===== src/rtl/gray_pkg.sv =====
// Shared definitions for the Gray-code position tracker: step encodings,
// tracker state enum and the Gray-to-binary decode helper.
package gray_pkg;

    // Widest Gray/binary value the decode helper handles
    localparam int unsigned MAX_W = 16;

    // out_dir encodings
    localparam logic [1:0] DIR_NONE = 2'b00;
    localparam logic [1:0] DIR_UP   = 2'b01;
    localparam logic [1:0] DIR_DOWN = 2'b10;
    localparam logic [1:0] DIR_BAD  = 2'b11;

    // EMPTY: no reference sample held; TRACK: reference held
    typedef enum logic {
        EMPTY = 1'b0,
        TRACK = 1'b1
    } state_t;

    // Gray to binary; narrower codes are zero-extended by the caller, which
    // leaves the upper result bits zero and the narrow MSB equal to g[MSB].
    function automatic logic [MAX_W-1:0] gray_to_bin(input logic [MAX_W-1:0] g);
        logic [MAX_W-1:0] b;
        b[MAX_W-1] = g[MAX_W-1];
        for (int i = MAX_W - 2; i >= 0; i--) begin
            b[i] = b[i+1] ^ g[i];
        end
        return b;
    endfunction

endpackage : gray_pkg


===== src/rtl/gray_decode.sv =====
// Combinational Gray-to-binary decoder.
// Ports:
//   gray - Gray-coded input (DATA_WIDTH bits)
//   bin  - decoded binary value (DATA_WIDTH bits)
module gray_decode
    import gray_pkg::*;
#(
    parameter int unsigned DATA_WIDTH = 4
) (
    input  logic [DATA_WIDTH-1:0] gray,
    output logic [DATA_WIDTH-1:0] bin
);

    logic [MAX_W-1:0] bin_wide;

    assign bin_wide = gray_to_bin(MAX_W'(gray));
    assign bin      = bin_wide[DATA_WIDTH-1:0];

endmodule : gray_decode


===== src/rtl/gray_tracker.sv =====
// Gray-code position tracker: decodes each accepted Gray sample, classifies
// the step against the previous sample and accumulates a signed position.
// Ports:
//   clk, rst_n            - clock, asynchronous active-low reset
//   clr                   - synchronous clear of position, sticky error, state
//   in_valid/in_ready     - sample handshake, in_gray is the Gray sample
//   out_valid/out_ready   - result handshake
//   out_bin               - decoded binary value of the sample
//   out_dir               - 00 none, 01 up, 10 down, 11 invalid
//   out_pos               - accumulated position after the sample
//   out_err               - sample broke the single-step rule
//   err_sticky            - any error since the last clr/reset
module gray_tracker
    import gray_pkg::*;
#(
    parameter int unsigned DATA_WIDTH = 4,
    parameter int unsigned POS_WIDTH  = 16
) (
    input  logic                  clk,
    input  logic                  rst_n,
    input  logic                  clr,
    input  logic                  in_valid,
    output logic                  in_ready,
    input  logic [DATA_WIDTH-1:0] in_gray,
    output logic                  out_valid,
    input  logic                  out_ready,
    output logic [DATA_WIDTH-1:0] out_bin,
    output logic [1:0]            out_dir,
    output logic [POS_WIDTH-1:0]  out_pos,
    output logic                  out_err,
    output logic                  err_sticky
);

    state_t                  state_q, state_d;
    logic [DATA_WIDTH-1:0]   ref_q, ref_d;
    logic [POS_WIDTH-1:0]    pos_q, pos_d;
    logic                    sticky_q, sticky_d;
    logic                    vld_q, vld_d;
    logic [DATA_WIDTH-1:0]   bin_q, bin_d;
    logic [1:0]              dir_q, dir_d;
    logic                    err_q, err_d;

    logic [DATA_WIDTH-1:0]   new_bin;
    logic [DATA_WIDTH-1:0]   ref_gray;
    logic [DATA_WIDTH-1:0]   flip_bits;
    logic [DATA_WIDTH-1:0]   bin_diff;
    logic                    accept;
    logic                    same;
    logic                    one_flip;
    logic                    step_up;
    logic                    step_down;

    gray_decode #(
        .DATA_WIDTH(DATA_WIDTH)
    ) u_decode (
        .gray(in_gray),
        .bin (new_bin)
    );

    // Handshake: clr blocks acceptance, a held result blocks until consumed
    assign in_ready = !clr && (!vld_q || out_ready);
    assign accept   = in_valid && in_ready;

    // Step classification against the stored reference
    assign ref_gray  = ref_q ^ (ref_q >> 1);
    assign flip_bits = in_gray ^ ref_gray;
    assign same      = (flip_bits == '0);
    assign one_flip  = $onehot(flip_bits);
    assign bin_diff  = DATA_WIDTH'(new_bin - ref_q);
    assign step_up   = (bin_diff == DATA_WIDTH'(1));
    assign step_down = (bin_diff == '1);

    // State and output registers
    always_ff @(posedge clk or negedge rst_n) begin
        if (!rst_n) begin
            state_q  <= EMPTY;
            ref_q    <= '0;
            pos_q    <= '0;
            sticky_q <= 1'b0;
            vld_q    <= 1'b0;
            bin_q    <= '0;
            dir_q    <= DIR_NONE;
            err_q    <= 1'b0;
        end else begin
            state_q  <= state_d;
            ref_q    <= ref_d;
            pos_q    <= pos_d;
            sticky_q <= sticky_d;
            vld_q    <= vld_d;
            bin_q    <= bin_d;
            dir_q    <= dir_d;
            err_q    <= err_d;
        end
    end

    // Next-state and result computation
    always_comb begin
        state_d  = state_q;
        ref_d    = ref_q;
        pos_d    = pos_q;
        sticky_d = sticky_q;
        vld_d    = vld_q;
        bin_d    = bin_q;
        dir_d    = dir_q;
        err_d    = err_q;

        if (clr) begin
            state_d  = EMPTY;
            ref_d    = '0;
            pos_d    = '0;
            sticky_d = 1'b0;
            vld_d    = 1'b0;
        end else if (accept) begin
            vld_d   = 1'b1;
            bin_d   = new_bin;
            ref_d   = new_bin;
            dir_d   = DIR_NONE;
            err_d   = 1'b0;
            state_d = TRACK;
            case (state_q)
                EMPTY: begin
                    dir_d = DIR_NONE;
                end
                TRACK: begin
                    if (same) begin
                        dir_d = DIR_NONE;
                    end else if (one_flip && step_up) begin
                        dir_d = DIR_UP;
                        pos_d = pos_q + POS_WIDTH'(1);
                    end else if (one_flip && step_down) begin
                        dir_d = DIR_DOWN;
                        pos_d = pos_q - POS_WIDTH'(1);
                    end else begin
                        // Multi-bit change, or a single flip that is not a
                        // neighbouring code: position unknown, resync on it.
                        dir_d    = DIR_BAD;
                        err_d    = 1'b1;
                        sticky_d = 1'b1;
                    end
                end
                default: begin
                    state_d = EMPTY;
                end
            endcase
        end else if (vld_q && out_ready) begin
            vld_d = 1'b0;
        end
    end

    assign out_valid  = vld_q;
    assign out_bin    = bin_q;
    assign out_dir    = dir_q;
    assign out_pos    = pos_q;
    assign out_err    = err_q;
    assign err_sticky = sticky_q;

endmodule : gray_tracker

===== config.mk =====
export PLATFORM = sky130hd
export DESIGN_NAME = gray_tracker
export DESIGN_NICKNAME = d
export VERILOG_FILES = /design/src/rtl/gray_pkg.sv /design/src/rtl/gray_decode.sv /design/src/rtl/gray_tracker.sv
export SDC_FILE = /design/constraint.sdc
export NUM_CORES = 1
export LEC_CHECK = 0
export BUFFER_PORTS_ARGS = -buffer_cell sky130_fd_sc_hd__buf_2
export CORE_MARGIN = 8
export CORE_UTILIZATION = 39
export CTS_CLUSTER_DIAMETER = 150
export CTS_CLUSTER_SIZE = 20
export DETAILED_ROUTE_END_ITERATION = 8
export GPL_TIMING_DRIVEN = 0
export RECOVER_POWER = 100
export SLEW_MARGIN = 5
export SYNTH_ARGS = -nofsm -noshare
export SYNTH_HDL_FRONTEND = slang
export SYNTH_HIERARCHICAL = 1
export SYNTH_SLANG_ARGS = --single-unit

===== constraint.sdc =====
create_clock -name clk -period 4.6 [get_ports clk]
set_input_delay 0.69 -clock clk [delete_from_list [all_inputs] [get_ports clk]]
set_output_delay 0.69 -clock clk [all_outputs]
set_load 0.05 [all_outputs]

==> results.ini <==
[status]
status=finished, violations left
violations=capacitance limit, slew limit

[synthesis]
synth-seq-cells=30
synth-main-ff-cell=dfrtp_1
syn_area_mm2=0.00223
synth_nets=267
async_flop_share_pct=100
yosys_warnings=6
synthDistinctLibCells=41
syn_avg_cell_area_um2=9.57
synth_cells=233
synth_enable_flop_cells=0
seq_area_frac_synth_pct=33.7

[critical_path]
startpoint_type=primary input
setup.worst_path.end=out_pos[12]
endpoint_kind=flop
cp.required_ns=4.78
path_max_fanout=8
crit_type=in2reg
critPathLaunch=in_gray[0]
reg2reg_depth=16
cp_data_arrival_time_ns=4.52
r2r-end=out_pos[12]
reg2reg_from=ref_q[2]
rrSetupSlack_ns=0.31

[grt]
grt_use_total_pct=13.8
overflow=0
grt_pass1_wl_mm=9.44
grt_start_max_net_pins=31
antenna_found_initial=0
grt_pass1_vias=1892

[clock_network]
htreeDepth=2
numCtsBuffers=5
clk_pin_slew_worst_paths_ns=0.07
cts.sinks=30
clockRootBuffer=clkbuf_8
clk_latency_ns=0.28
cts_tree=yes
cts_hold_buf=0
ctsLongestPathBuffers=2

[timing]
fmax_ghz=0.230
fin_setup_tns_ns=0
setup_viol=0
layout_min_cycle_time_ns=4.35
maxSlewHeadroom_pct=-16.9
rsz0062_at_grt=false
tightest_slew_ns=1.75
fin_skew_ns=0.00667
finalCritPeriodShare_pct=94.5
slew_viol_final=31
final-hold-violation-count=0

[placement]
port_buffers=34
place_congestion=0.864
hpwlAfterDp_mm=3.73
dpl.cell_count=339

[floorplanning]
start_util_pct=40.5
fp.dieH_um=91.6
ios=35
die-area_mm2=0.00839
rows=27
coreArea_mm2=0.00551
die_x_um=91.6

[finish]
finalNonFillerCells=352
syn2layout_area_growth_pct=16.7
drive_above_1_share_pct=12.1
n_antenna_cell=0
final_nets=313
final_util_pct=47.2

[pwr]
power_density_mw_per_mm2=349
peakVddDrop_mv=0.118
p_leak_nw=1.28

[hold_path]
hp-class=reg2reg

[detailed_routing]
vias_per_cell=5.12
drc=0
vias=1801
ant_nets=0
wire_per_inst_um=15.0
totalWireLength_mm=5.28
first_iter_violations=72
drt_pass1_iterations=4

[job]
maxCapViolations=1

-- layer usage --
layer / up-vias / wire, um / track usage, %
met5: - / 0 / 0
met4: 0 / 70 / 4.91
met3: 6 / 149 / 2.77
li1: 907 / - / -
met2: 23 / 2540 / 22.9
met1: 865 / 2530 / 17.2
-- cells by family (layout without fill, tap and decap cells) --
| family | count (synthesis) | after routing | share of synthesized area [%] |
|---|---|---|---|
| multiplexers | 2 | 2 | 0.898 |
| flip-flops | 30 | 30 | 33.7 |
| AND/OR/NAND/NOR | 72 | 73 | 19.1 |
| AO/OA/AOI/OAI | 59 | 59 | 16.3 |
| buffers and inverters | 18 | 64 | 4.04 |
| XOR/XNOR | 27 | 27 | 10.9 |
| adder cells (fa/ha/maj) | 25 | 25 | 15.0 |
-- layout by cell type, fill, tap and decap left out, drive strengths merged, types with 2 or more instances in the layout --
master	synthesis	routed
nand3b	17	17
clkbuf	3	40
nand4	2	2
a21oi	14	14
nor3	2	2
a211oi	3	3
mux2i	2	2
nand3	4	4
buf	4	12
nand4b	1	2
xor2	10	10
inv	11	11
nor2	7	7
fa	3	3
o21ai	26	26
nand2	30	30
xnor2	17	17
and3	2	2
a21o	8	8
ha	22	22
dfrtp	30	30
o21bai	3	3
-- worst min path at each step --
stage	startpoint	to	slack, ns	cells after the start
finish	out_bin[3]	out_bin[3]	0.47	2
global route	out_bin[3]	out_bin[3]	0.50	2
CTS	rst_n	out_pos[4]	0.48	1
detailed placement	out_bin[3]	out_bin[3]	0.46	2
global placement	out_bin[3]	out_bin[3]	0.46	2
floorplan	rst_n	err_sticky	0.39	0
-- flip-flops by register name, indices dropped and copies added (netlist names) --
signal      count
err_sticky      1
out_bin         4
out_dir         2
out_err         1
out_pos        16
out_valid       1
ref_q           4
state_q         1
-- synth_stat cells (all sizes together), types with 2 or more instances --
cell type | number | share of area (%)
dfrtp | 30 | 34
nand2 | 30 | 5.1
o21ai | 26 | 5.8
ha | 22 | 12
nand3b | 17 | 5.7
xnor2 | 17 | 6.7
a21oi | 14 | 3.3
inv | 11 | 1.9
xor2 | 10 | 4.3
a21o | 8 | 3.0
nor2 | 7 | 1.2
buf | 4 | 1.7
nand3 | 4 | 1.5
a211oi | 3 | 1.0
clkbuf | 3 | 0.51
fa | 3 | 2.7
o21bai | 3 | 1.0
and3 | 2 | 0.56
mux2i | 2 | 0.90
nand4 | 2 | 0.56
nor3 | 2 | 0.45
-- cell type report --
cell class,instances,area [um^2]
multi-input combinational,186,1420
inverter,11,41.3
clock inverter,1,5.00
clock buffer,7,86.3
sequential,30,751
buffer,7,41.3
timing repair buffer,38,165
fill,557,2910
tap,72,90.1
-- through the flow --
step / setup slack, ns / cell area (um^2) / hold WS [ns] / power, mW
CTS: 0.0608 / 2600 / 0.476 / 0.912
global route: 0.0107 / 2600 / 0.499 / 0.972
floorplan: 0.229 / 2230 / 0.394 / 0.600
global placement: -0.266 / 2490 / 0.456 / 0.668
finish: 0.252 / 2600 / 0.474 / 0.908
detailed placement: -0.351 / 2490 / 0.462 / 0.674
-- critical path, cell delays in order --
cell and delay, ns:
clkbuf_2 0.11, xnor2_1 0.13, xnor2_1 0.26, fa_1 0.44, ha_1 0.22, ha_1 0.31, nor4b_4 0.29, nand4b_4 0.23
buf_4 0.23, ha_1 0.31, a21o_1 0.20, a221oi_1 0.24, a21bo_2 0.27, a211oi_1 0.26, o21bai_1 0.12, xnor2_1 0.14
o21ai_1 0.06
-- power breakdown --
part	switching (mW)	leakage, nW	total (mW)	internal, mW
Combinational	0.233	0.828	0.381	0.148
Sequential	0.0178	0.403	0.303	0.285
Clock	0.103	0.0482	0.224	0.121
-- what timing repair did --
action / 4_1_cts / 5_1_grt
setup buffers: 0 / 4
endpoints found under the setup margin: 2 / 8
gates resized for setup: 0 / 3
gates cloned: 1 / 0
pin swaps: 1 / 2
Power figures use the tool's default switching activity.
